$ cat config.mk
export PLATFORM = sky130hd
export DESIGN_NAME = stage_2_decode_flat
export DESIGN_NICKNAME = d
export VERILOG_FILES = /design/src/rtl/stage_2_decode_pkg.sv /design/src/rtl/stage_2_decode_if.sv /design/src/rtl/stage_2_decode_register_file.sv /design/src/rtl/stage_2_decode.sv /design/src/flat_wrapper.sv
export SDC_FILE = /design/constraint.sdc
export NUM_CORES = 2
export LEC_CHECK = 0
export CAP_MARGIN = 25
export CORE_ASPECT_RATIO = 1.4
export CORE_MARGIN = 1
export CORE_UTILIZATION = 45
export CTS_CLUSTER_SIZE = 24
export DETAILED_ROUTE_END_ITERATION = 6
export PLACE_DENSITY = 0.64
export SLEW_MARGIN = 15
export SYNTH_ARGS = -nofsm -noshare
export SYNTH_HDL_FRONTEND = slang
export SYNTH_SLANG_ARGS = --single-unit
$ cat constraint.sdc
create_clock -name clk -period 45.9 [get_ports clk]
set_input_delay 13.77 -clock clk [delete_from_list [all_inputs] [get_ports clk]]
set_output_delay 13.77 -clock clk [all_outputs]
set_load 0.01 [all_outputs]
$ cat src/rtl/stage_2_decode_pkg.sv
// Shared pipeline types for the RV32I decode stage.
// Holds the opcode constants, the ALU operation enum, the control bundle handed to execute,
// the bubble constant and small helpers for ALU-op selection and immediate generation.
package stage_2_decode_pkg;

    localparam logic [6:0] OP_LOAD   = 7'b0000011;
    localparam logic [6:0] OP_STORE  = 7'b0100011;
    localparam logic [6:0] OP_BRANCH = 7'b1100011;
    localparam logic [6:0] OP_JAL    = 7'b1101111;
    localparam logic [6:0] OP_JALR   = 7'b1100111;
    localparam logic [6:0] OP_LUI    = 7'b0110111;
    localparam logic [6:0] OP_AUIPC  = 7'b0010111;
    localparam logic [6:0] OP_IMM    = 7'b0010011;
    localparam logic [6:0] OP_REG    = 7'b0110011;

    typedef enum logic [3:0] {
        AluAdd   = 4'd0,
        AluSub   = 4'd1,
        AluSll   = 4'd2,
        AluSlt   = 4'd3,
        AluSltu  = 4'd4,
        AluXor   = 4'd5,
        AluSrl   = 4'd6,
        AluSra   = 4'd7,
        AluOr    = 4'd8,
        AluAnd   = 4'd9,
        AluPassB = 4'd10
    } alu_op_e;

    // mem_funct3 carries funct3 for loads/stores (width/sign) and branches (compare type).
    typedef struct packed {
        alu_op_e    alu_op;
        logic       alu_src_imm;
        logic       use_pc;
        logic       mem_read;
        logic       mem_write;
        logic [2:0] mem_funct3;
        logic       reg_write;
        logic       branch;
        logic       jump;
        logic       jalr;
        logic       illegal;
    } ctrl_bundle_t;

    localparam ctrl_bundle_t CTRL_BUBBLE = '0;

    // alt selects SUB/SRA; callers pass it only where funct7[5] is meaningful.
    function automatic alu_op_e alu_op_from_funct(logic [2:0] funct3, logic alt);
        alu_op_e op;
        unique case (funct3)
            3'b000:  op = alt ? AluSub : AluAdd;
            3'b001:  op = AluSll;
            3'b010:  op = AluSlt;
            3'b011:  op = AluSltu;
            3'b100:  op = AluXor;
            3'b101:  op = alt ? AluSra : AluSrl;
            3'b110:  op = AluOr;
            default: op = AluAnd;
        endcase
        return op;
    endfunction

    function automatic logic [31:0] imm_gen(logic [31:0] instr);
        logic [31:0] imm;
        case (instr[6:0])
            OP_LOAD, OP_IMM, OP_JALR: imm = {{20{instr[31]}}, instr[31:20]};
            OP_STORE:  imm = {{20{instr[31]}}, instr[31:25], instr[11:7]};
            OP_BRANCH: imm = {{19{instr[31]}}, instr[31], instr[7], instr[30:25],
                              instr[11:8], 1'b0};
            OP_LUI, OP_AUIPC: imm = {instr[31:12], 12'b0};
            OP_JAL:    imm = {{11{instr[31]}}, instr[31], instr[19:12], instr[20],
                              instr[30:21], 1'b0};
            default:   imm = '0;
        endcase
        return imm;
    endfunction

endpackage

$ cat src/rtl/stage_2_decode_if.sv
// Fetch/write-back/execute-facing bus of the decode stage.
// slave  : the decode stage (consumes instruction/pc/discard/wb_*, drives hazard and results)
// master : the surrounding pipeline (or a bench) driving the stage.
interface stage_2_decode_if #(
    parameter int unsigned XLEN = 32
);
    import stage_2_decode_pkg::*;

    logic [31:0]     instruction_in;
    logic [31:0]     pc_in;
    logic            discard;
    logic            wb_enable;
    logic [4:0]      wb_reg;
    logic [XLEN-1:0] wb_data;
    logic            hazard_stall;
    logic [31:0]     pc_out;
    logic [XLEN-1:0] rs1_value_out;
    logic [XLEN-1:0] rs2_value_out;
    logic [XLEN-1:0] imm_out;
    logic [4:0]      rd_out;
    ctrl_bundle_t    ctrl_out;

    modport master (
        output instruction_in, pc_in, discard, wb_enable, wb_reg, wb_data,
        input  hazard_stall, pc_out, rs1_value_out, rs2_value_out, imm_out, rd_out, ctrl_out
    );

    modport slave (
        input  instruction_in, pc_in, discard, wb_enable, wb_reg, wb_data,
        output hazard_stall, pc_out, rs1_value_out, rs2_value_out, imm_out, rd_out, ctrl_out
    );
endinterface

$ cat src/rtl/stage_2_decode_register_file.sv
// Architectural register file: two combinational read ports, one write port.
// clk/reset     : clock, asynchronous active-high reset (clears every entry)
// we_i/waddr_i/wdata_i : write strobe, index, data (writes to x0 dropped)
// raddr1_i/raddr2_i -> rdata1_o/rdata2_o : reads; x0 reads 0, optional same-cycle bypass
module stage_2_decode_register_file #(
    parameter int unsigned XLEN      = 32,
    parameter int unsigned REG_COUNT = 32,
    parameter bit          WB_BYPASS = 1'b1
) (
    input  logic            clk,
    input  logic            reset,
    input  logic            we_i,
    input  logic [4:0]      waddr_i,
    input  logic [XLEN-1:0] wdata_i,
    input  logic [4:0]      raddr1_i,
    input  logic [4:0]      raddr2_i,
    output logic [XLEN-1:0] rdata1_o,
    output logic [XLEN-1:0] rdata2_o
);
    logic [XLEN-1:0] mem_q [REG_COUNT];
    logic [XLEN-1:0] mem_d [REG_COUNT];

    always_comb begin
        mem_d = mem_q;
        if (we_i && (waddr_i != '0)) begin
            mem_d[waddr_i] = wdata_i;
        end
    end

    always_ff @(posedge clk or posedge reset) begin
        if (reset) begin
            mem_q <= '{default: '0};
        end else begin
            mem_q <= mem_d;
        end
    end

    // Bypass makes a write-back visible to the instruction decoding in the same cycle.
    assign rdata1_o = (raddr1_i == '0) ? '0 :
                      (WB_BYPASS && we_i && (waddr_i == raddr1_i)) ? wdata_i : mem_q[raddr1_i];
    assign rdata2_o = (raddr2_i == '0) ? '0 :
                      (WB_BYPASS && we_i && (waddr_i == raddr2_i)) ? wdata_i : mem_q[raddr2_i];

endmodule

$ cat src/rtl/stage_2_decode.sv
// RV32I decode stage: decodes instruction_in, reads the register file, builds the immediate
// and control bundle, and registers them for execute. Raises hazard_stall on a load-use hazard.
// clk, reset : clock, asynchronous active-high reset (output register and regfile cleared)
// bus        : stage_2_decode_if.slave (fetch inputs, discard, wb_* write port, results)
module stage_2_decode
    import stage_2_decode_pkg::*;
#(
    parameter int unsigned XLEN      = 32,
    parameter int unsigned REG_COUNT = 32,
    parameter bit          WB_BYPASS = 1'b1
) (
    input  logic             clk,
    input  logic             reset,
    stage_2_decode_if.slave  bus
);
    logic [31:0] instr;
    logic [6:0]  opcode;
    logic [4:0]  rd, rs1, rs2;
    logic [2:0]  funct3;
    logic [6:0]  funct7;

    assign instr  = bus.instruction_in;
    assign opcode = instr[6:0];
    assign rd     = instr[11:7];
    assign funct3 = instr[14:12];
    assign rs1    = instr[19:15];
    assign rs2    = instr[24:20];
    assign funct7 = instr[31:25];

    logic [XLEN-1:0] rdata1, rdata2;

    stage_2_decode_register_file #(
        .XLEN      (XLEN),
        .REG_COUNT (REG_COUNT),
        .WB_BYPASS (WB_BYPASS)
    ) u_register_file (
        .clk      (clk),
        .reset    (reset),
        .we_i     (bus.wb_enable),
        .waddr_i  (bus.wb_reg),
        .wdata_i  (bus.wb_data),
        .raddr1_i (rs1),
        .raddr2_i (rs2),
        .rdata1_o (rdata1),
        .rdata2_o (rdata2)
    );

    ctrl_bundle_t ctrl;
    logic         legal, use_rs1, use_rs2, rd_nz;

    assign rd_nz = (rd != '0);

    always_comb begin
        ctrl    = CTRL_BUBBLE;
        legal   = 1'b0;
        use_rs1 = 1'b0;
        use_rs2 = 1'b0;
        case (opcode)
            OP_LUI: begin
                legal = 1'b1;
                ctrl.alu_op = AluPassB;
                ctrl.alu_src_imm = 1'b1;
                ctrl.reg_write = rd_nz;
            end
            OP_AUIPC, OP_JAL: begin
                legal = 1'b1;
                ctrl.use_pc = 1'b1;
                ctrl.alu_src_imm = 1'b1;
                ctrl.jump = (opcode == OP_JAL);
                ctrl.reg_write = rd_nz;
            end
            OP_JALR: begin
                legal = (funct3 == 3'b000);
                use_rs1 = 1'b1;
                ctrl.alu_src_imm = 1'b1;
                ctrl.jump = 1'b1;
                ctrl.jalr = 1'b1;
                ctrl.reg_write = rd_nz;
            end
            OP_BRANCH: begin
                legal = (funct3 != 3'b010) && (funct3 != 3'b011);
                use_rs1 = 1'b1;
                use_rs2 = 1'b1;
                ctrl.alu_op = AluSub;
                ctrl.branch = 1'b1;
                ctrl.mem_funct3 = funct3;
            end
            OP_LOAD: begin
                legal = funct3 inside {3'b000, 3'b001, 3'b010, 3'b100, 3'b101};
                use_rs1 = 1'b1;
                ctrl.alu_src_imm = 1'b1;
                ctrl.mem_read = 1'b1;
                ctrl.mem_funct3 = funct3;
                ctrl.reg_write = rd_nz;
            end
            OP_STORE: begin
                legal = funct3 inside {3'b000, 3'b001, 3'b010};
                use_rs1 = 1'b1;
                use_rs2 = 1'b1;
                ctrl.alu_src_imm = 1'b1;
                ctrl.mem_write = 1'b1;
                ctrl.mem_funct3 = funct3;
            end
            OP_IMM: begin
                // Only shifts constrain the upper immediate bits.
                if (funct3 == 3'b001) begin
                    legal = (funct7 == 7'h00);
                end else if (funct3 == 3'b101) begin
                    legal = (funct7 == 7'h00) || (funct7 == 7'h20);
                end else begin
                    legal = 1'b1;
                end
                use_rs1 = 1'b1;
                ctrl.alu_op = alu_op_from_funct(funct3, (funct3 == 3'b101) && funct7[5]);
                ctrl.alu_src_imm = 1'b1;
                ctrl.reg_write = rd_nz;
            end
            OP_REG: begin
                legal = (funct7 == 7'h00) ||
                        ((funct7 == 7'h20) && ((funct3 == 3'b000) || (funct3 == 3'b101)));
                use_rs1 = 1'b1;
                use_rs2 = 1'b1;
                ctrl.alu_op = alu_op_from_funct(funct3, funct7[5]);
                ctrl.reg_write = rd_nz;
            end
            default: ;
        endcase
        if (!legal) begin
            ctrl = CTRL_BUBBLE;
            ctrl.illegal = 1'b1;
            use_rs1 = 1'b0;
            use_rs2 = 1'b0;
        end
    end

    logic [31:0]     pc_q, pc_d;
    logic [XLEN-1:0] rs1_value_q, rs1_value_d, rs2_value_q, rs2_value_d, imm_q, imm_d;
    logic [4:0]      rd_q, rd_d;
    ctrl_bundle_t    ctrl_q, ctrl_d;
    logic            load_use;

    // rd_q is already 0 for non-writing ops, so x0 sources can never match.
    assign load_use = ctrl_q.mem_read && (rd_q != '0) &&
                      ((use_rs1 && (rs1 == rd_q)) || (use_rs2 && (rs2 == rd_q)));
    assign bus.hazard_stall = load_use && !bus.discard;

    always_comb begin
        pc_d        = '0;
        rs1_value_d = '0;
        rs2_value_d = '0;
        imm_d       = '0;
        rd_d        = '0;
        ctrl_d      = CTRL_BUBBLE;
        if (!bus.discard && !load_use) begin
            pc_d        = bus.pc_in;
            rs1_value_d = use_rs1 ? rdata1 : '0;
            rs2_value_d = use_rs2 ? rdata2 : '0;
            imm_d       = legal ? XLEN'($signed(imm_gen(instr))) : '0;
            rd_d        = ctrl.reg_write ? rd : '0;
            ctrl_d      = ctrl;
        end
    end

    always_ff @(posedge clk or posedge reset) begin
        if (reset) begin
            pc_q        <= '0;
            rs1_value_q <= '0;
            rs2_value_q <= '0;
            imm_q       <= '0;
            rd_q        <= '0;
            ctrl_q      <= CTRL_BUBBLE;
        end else begin
            pc_q        <= pc_d;
            rs1_value_q <= rs1_value_d;
            rs2_value_q <= rs2_value_d;
            imm_q       <= imm_d;
            rd_q        <= rd_d;
            ctrl_q      <= ctrl_d;
        end
    end

    assign bus.pc_out        = pc_q;
    assign bus.rs1_value_out = rs1_value_q;
    assign bus.rs2_value_out = rs2_value_q;
    assign bus.imm_out       = imm_q;
    assign bus.rd_out        = rd_q;
    assign bus.ctrl_out      = ctrl_q;

endmodule

$ cat src/flat_wrapper.sv
// flat-port wrapper written by rule: the top's interface ports become plain ports
module stage_2_decode_flat import stage_2_decode_pkg::*;
#(
    parameter int unsigned XLEN      = 32,
    parameter int unsigned REG_COUNT = 32,
    parameter bit          WB_BYPASS = 1'b1
)
  (clk, reset, bus_instruction_in, bus_pc_in, bus_discard, bus_wb_enable, bus_wb_reg, bus_wb_data, bus_hazard_stall, bus_pc_out, bus_rs1_value_out, bus_rs2_value_out, bus_imm_out, bus_rd_out, bus_ctrl_out);
  stage_2_decode_if #(.XLEN(XLEN)) bus_i ();
  input  logic clk;
  input  logic reset;
  input wire logic [$bits(bus_i.instruction_in)-1:0] bus_instruction_in;
  input wire logic [$bits(bus_i.pc_in)-1:0] bus_pc_in;
  input wire logic [$bits(bus_i.discard)-1:0] bus_discard;
  input wire logic [$bits(bus_i.wb_enable)-1:0] bus_wb_enable;
  input wire logic [$bits(bus_i.wb_reg)-1:0] bus_wb_reg;
  input wire logic [$bits(bus_i.wb_data)-1:0] bus_wb_data;
  output wire logic [$bits(bus_i.hazard_stall)-1:0] bus_hazard_stall;
  output wire logic [$bits(bus_i.pc_out)-1:0] bus_pc_out;
  output wire logic [$bits(bus_i.rs1_value_out)-1:0] bus_rs1_value_out;
  output wire logic [$bits(bus_i.rs2_value_out)-1:0] bus_rs2_value_out;
  output wire logic [$bits(bus_i.imm_out)-1:0] bus_imm_out;
  output wire logic [$bits(bus_i.rd_out)-1:0] bus_rd_out;
  output wire logic [$bits(bus_i.ctrl_out)-1:0] bus_ctrl_out;
  assign bus_i.instruction_in = bus_instruction_in;
  assign bus_i.pc_in = bus_pc_in;
  assign bus_i.discard = bus_discard;
  assign bus_i.wb_enable = bus_wb_enable;
  assign bus_i.wb_reg = bus_wb_reg;
  assign bus_i.wb_data = bus_wb_data;
  assign bus_hazard_stall = bus_i.hazard_stall;
  assign bus_pc_out = bus_i.pc_out;
  assign bus_rs1_value_out = bus_i.rs1_value_out;
  assign bus_rs2_value_out = bus_i.rs2_value_out;
  assign bus_imm_out = bus_i.imm_out;
  assign bus_rd_out = bus_i.rd_out;
  assign bus_ctrl_out = bus_i.ctrl_out;
  stage_2_decode #(.XLEN(XLEN), .REG_COUNT(REG_COUNT), .WB_BYPASS(WB_BYPASS)) u_core (.clk(clk), .reset(reset), .bus(bus_i));
endmodule
# [Yosys cells after proc, flatten, opt, wreduce, memory -nomap -nowiden]
# Cells that the tools add are included.
[op_classes] n_eq_ne=22 magnitude_cmp=4 shift=0 bitwise=3 addsub=0 mux=48 multipliers=0 reduce_logical=37 n_div=0
[ops] cell="bitwise mux 1024 bit" n=1
[ops] cell="two-way mux 32 bit" n=16
[ops] cell="binary-select mux 32 bit (select 5 bit)" n=2
[ops] cell="demux 32 bit (select 5 bit)" n=1
[ops] cell="case mux 32 bit (5 select lines)" n=1
[ops] cell="case mux 4 bit (7 select lines)" n=2
[ops] cell="two-way mux 16 bit" n=2
[ops] cell="equality test 7 x 6 -> 1 bit (second input constant)" n=4
[ops] cell="equality test 7 bit (second input constant)" n=3
[ops] cell="equality test 5 bit" n=4
[ops] cell="nonzero test 5 bit" n=4
[ops] cell="greater-or-equal comparator 6 bit (second input constant)" n=3
[ops] cell="NOT 5 -> 6 bit" n=3
[ops] cell="two-way mux 1 bit" n=17
[ops] cell="case mux 4 bit (4 select lines)" n=1
[ops] cell="equality test 7 x 5 -> 1 bit (second input constant)" n=2
[ops] cell="OR reduction 7 bit" n=2
[ops] cell="logical AND 1 bit" n=13
[ops] cell="OR reduction 3 bit" n=4
[ops] cell="zero test 5 bit" n=2
[ops] cell="two-way mux 5 bit" n=2
[ops] cell="equality test 3 bit (second input constant)" n=3
[ops] cell="equality test 7 x 2 -> 1 bit (second input constant)" n=1
[ops] cell="zero test 7 bit" n=1
[ops] cell="13 further kinds" n=20
[totals] output_inout_bits=150 reg_bits=1173 latch_bits=0 ramBits=0 mem_count=0 inputBits=105 rom_bits=0

# [Longest topological paths before layout]
[depth] depth_word=12 depth_mapped=10 ltp_nobuf=6

# [By module]
# From an unflattened synthesis, not the netlist that was laid out.
[unflattened] hier_cells=4377 area_unflattened_um2=61079.8
[by_module_without_submodules] mod="stage_2_decode_register_file" cells_per_inst=3870 seq_area_each_um2=25624.6 area_each_um2=55286.8 instances=1
[by_module_without_submodules] mod="stage_2_decode" cells_per_inst=507 seq_area_each_um2=3728.6 area_each_um2=5793.1 instances=1

# [Worst setup path before layout]
# OpenSTA, ideal clock, no wires.
[synth_path] path_type="in2out" start="input bus_instruction_in[2]" end="output bus_hazard_stall" path_stages=7 n_path_buf=2 arrival_time_ns=15.062 setup_slack_ns=17.068 required_time_ns=32.130 cell_sequence="buf_6 > nor4bb_1 > buf_2 > and2b_2 > o2111ai_1 > a31oi_2 > and3b_1"
[synth_via] elab_chain_cells=8
[synth_lines] item="start: declaration" line="flat_wrapper.sv:12" text="input wire logic [$bits(bus_i.instruction_in)-1:0] bus_instruction_in;"
[synth_lines] item="equality test 7 x 6 -> 1 bit (tied with other cells)" line="stage_2_decode.sv:58" text="case (opcode)"
[synth_lines] item="OR reduction 3 bit (no source line) / OR reduction 6 bit (equally long branches)"
[synth_lines] item="case mux 1 bit (7 select lines) / two-way mux 1 bit (equally long branches)" line="stage_2_decode.sv:58"
[synth_lines] item="two-way mux 1 bit" line="stage_2_decode.sv:128" text="if (!legal) begin"
[synth_lines] item="logical AND 1 bit" line="stage_2_decode.sv:144" text="((use_rs1 && (rs1 == rd_q)) || (use_rs2 && (rs2 == rd_q)));"
[synth_lines] item="logical OR 1 bit (*)" line="stage_2_decode.sv:144"
[synth_lines] item="logical AND 1 bit (*)" line="stage_2_decode.sv:143" text="assign load_use = ctrl_q.mem_read && (rd_q != '0) &&"
[synth_lines] item="logical AND 1 bit (*)" line="stage_2_decode.sv:145" text="assign bus.hazard_stall = load_use && !bus.discard;"
[synth_lines] item="end: declaration" line="flat_wrapper.sv:18" text="output wire logic [$bits(bus_i.hazard_stall)-1:0] bus_hazard_stall;"
# Mark *: on every way between the ends. The rest lies on a longest branch, timed or not.

# [Worst setup path in the final report]
[layout_path] start="input bus_instruction_in[4]" end="output bus_hazard_stall"
# The elaborated chain is that of the path after synthesis.

==> out/results.ini <==
[hold_path]
hold_class=reg -> reg

[logic_synthesis]
synthCells=3748
syn_nets=3853
ys_seq_area_share_pct=48.9
synth-edff-count=0
async_reset_ff_share_pct=100
ys.flop_type=dfrtp_1
yosysUniqueCellTypes=53
ys_ff_latch=1173
netlist_area_um2=60100
synthesis.area_per_instance_um2=16.0
ys.warnings.count=0

[worst_setup_path]
crit_path_end_kind=primary output
worstPathMaxFanout=14
worstSetupPathType=in -> out
cp.arrival_ns=17.00
path_cells=clkdlybuf4s50_1 -> or3b_1 -> nor2_1 -> a31oi_1 -> a31oi_2 -> and3b_1 -> clkdlybuf4s50_1
cp_slowest_stage_delay_ns=0.76
required_ns=32.13
crit_top_cell=clkdlybuf4s50_1
cp-start-kind=primary input
crit_path_top_delay_cell=clkdlybuf4s50_1

[detailed_routing]
ant_nets=0
via_per_inst=6.34
routed_wl_um=175000
initialDrtViolationCount=2699
vias=35894
dr.pass1.iters=7
route.detailed.drc=1
wl_per_cell_um=30.9

[timing]
finalClockSkew_ns=0.0154
min_period_ns=30.77
rsz0062_at_grt=no
hold_viol_final=0
worst_pin_slew_ns=1.18
slew_headroom_pct=21.5
final-setup-viol-count=0
setup_ws_ns=15.13
finalMaxSlewViolations=0
fin_tns_setup_ns=0
fin_crit_sh_pct=67.0
max_clock_freq_mhz=32.5

[flow_run]
maxCapViolCount=0

[layout]
nNetsFinal=3908
final_common_cell=dfrtp_1
final_util_pct=51.8
fin_cells=5662
final_cell_area_um2=68600
area_delta_synth_final_pct=14.1
drive_above_1_share_pct=51.5
layout_common_cells=1173 x dfrtp_1, 993 x mux2_2, 636 x mux4_2, 244 x clkdlybuf4s50_1, 117 x clkbuf_16

[die]
pin_count=255
die_w_um=311
die_h_um=434
start_util_pct=45.4
coreArea_um2=132000
die_area_um2=135000
rows=158

[placed_design]
dp_slack_ns=15.22
place_congestion=0.819
dp_hpwl_um=98300
place.port_buffers=254
post-place-cells=5426
postPlaceCellArea_um2=64100

[pwr]
p_leak_nw=29.0
powerDensity_nw_per_um2=42.3
peakVddDrop_mv=0.0295

[clocking]
clk_pin_slew_worst_paths_ns=0.07
cts_resized=0
cts-root-buf=clkbuf_16
clockBufferDepth=3
holdBufCountCts=0
cts_setup_buffers=0
insertion_delay_ns=0.74
numClockSinks=1173
cts_tree=built
cts_buffers=114
h-tree-depth=3

[global_route]
first_global_vias=37711
antenna_found_initial=3
grt_max_degree=163
grt_use_total_pct=26.4
overflow=0
grt_pass1_wl_um=262000

[run_status]
status=finished, violations left
violations=DRC

## state kept, by name (all words and copies together) (netlist names)
name / flops
u_core.u_register_file.mem_q: 1024
u_core.bus.imm_out: 32
u_core.bus.pc_out: 32
u_core.bus.rs1_value_out: 32
u_core.bus.rs2_value_out: 32
u_core.bus.ctrl_out: 16
u_core.bus.rd_out: 5
## area by class of cell
cell class                 instances  area, um2
antenna                            2       5.00
clock buffer                     153       3250
clock inverter                    60        810
fill                           10860      63900
inverter                           6       26.3
multi-input combinational       2142      29100
sequential                      1173      29400
tap                             1760       2200
timing repair buffer             366       3830
## cells in the mapped netlist (12+ instances only)
cell / count / area share [%]
a2111oi_2: 17 / 0.42
a211oi_1: 34 / 0.42
a21oi_1: 31 / 0.26
and2_1: 37 / 0.39
buf_1: 62 / 0.39
buf_2: 86 / 0.72
buf_4: 29 / 0.36
clkbuf_1: 242 / 1.5
dfrtp_1: 1173 / 49
mux2_2: 993 / 19
mux2i_1: 67 / 1.1
mux4_2: 636 / 24
nand2_1: 74 / 0.46
nor2_1: 103 / 0.64
nor3_1: 16 / 0.13
o21ai_0: 22 / 0.18
xnor2_1: 12 / 0.17
## path summary, 6_finish.rpt
check                      cells past startpoint                                             end  slack (ns)                                      startpoint
max in group asynchronous                     12   u_core.u_register_file.mem_q[787]$_DFFE_PP0P_       26.51                                           reset
min                                            0  u_core.u_register_file.mem_q[1006]$_DFFE_PP0P_        0.40  u_core.u_register_file.mem_q[1006]$_DFFE_PP0P_
max                                            7                                bus_hazard_stall       15.13                           bus_instruction_in[4]
max reg2reg                                    7          u_core.bus.rs2_value_out[17]$_DFF_PP0_       42.86                  u_core.bus.rd_out[2]$_DFF_PP0_
min in group asynchronous                      2                 u_core.bus.imm_out[0]$_DFF_PP0_       13.59                                           reset
min reg2reg                                    0  u_core.u_register_file.mem_q[1006]$_DFFE_PP0P_        0.40  u_core.u_register_file.mem_q[1006]$_DFFE_PP0P_
## metrics by stage
stage / hold slack, ns / power (mW)
finish: 0.395 / 2.90
global route: 0.406 / 3.02
CTS: 0.398 / 2.92
detailed placement: 0.383 / 1.89
global placement: 0.377 / 1.86
floorplan: 0.441 / 1.75
## cells by family (layout without fill, tap and decap cells)
kind of cell | after synthesis | after routing | synth area share (%)
AOI/OAI and AO/OA | 132 | 132 | 1.66
xor gates and xnor gates | 20 | 20 | 0.292
buffers and inverters | 433 | 585 | 3.17
DFF | 1173 | 1173 | 48.9
muxes | 1696 | 1696 | 43.6
other | 0 | 2 | 0
and+or+nand+nor | 294 | 294 | 2.45
## routing by layer
| layer | global-route usage, % | part of all wire, % | up-vias |
|---|---|---|---|
| li1 | - | - | 14575 |
| met1 | 35.1 | 41 | 19839 |
| met2 | 44.6 | 50 | 1167 |
| met3 | 3.66 | 4.9 | 311 |
| met4 | 9.53 | 3.6 | 2 |
| met5 | 0 | 0.0051 | - |
## critical path, delay by kind of cell
family,cells,cell delay [ns]
compound gates,2,0.48
buf+inv,2,1.32
simple gates,3,1.42
## power by group
| group | switching (mW) | internal, mW |
|---|---|---|
| Sequential | 0.120 | 1.21 |
| Combinational | 0.194 | 0.349 |
| Clock | 0.425 | 0.603 |
| Total | 0.739 | 2.16 |
(Power assumes the default switching activity.)
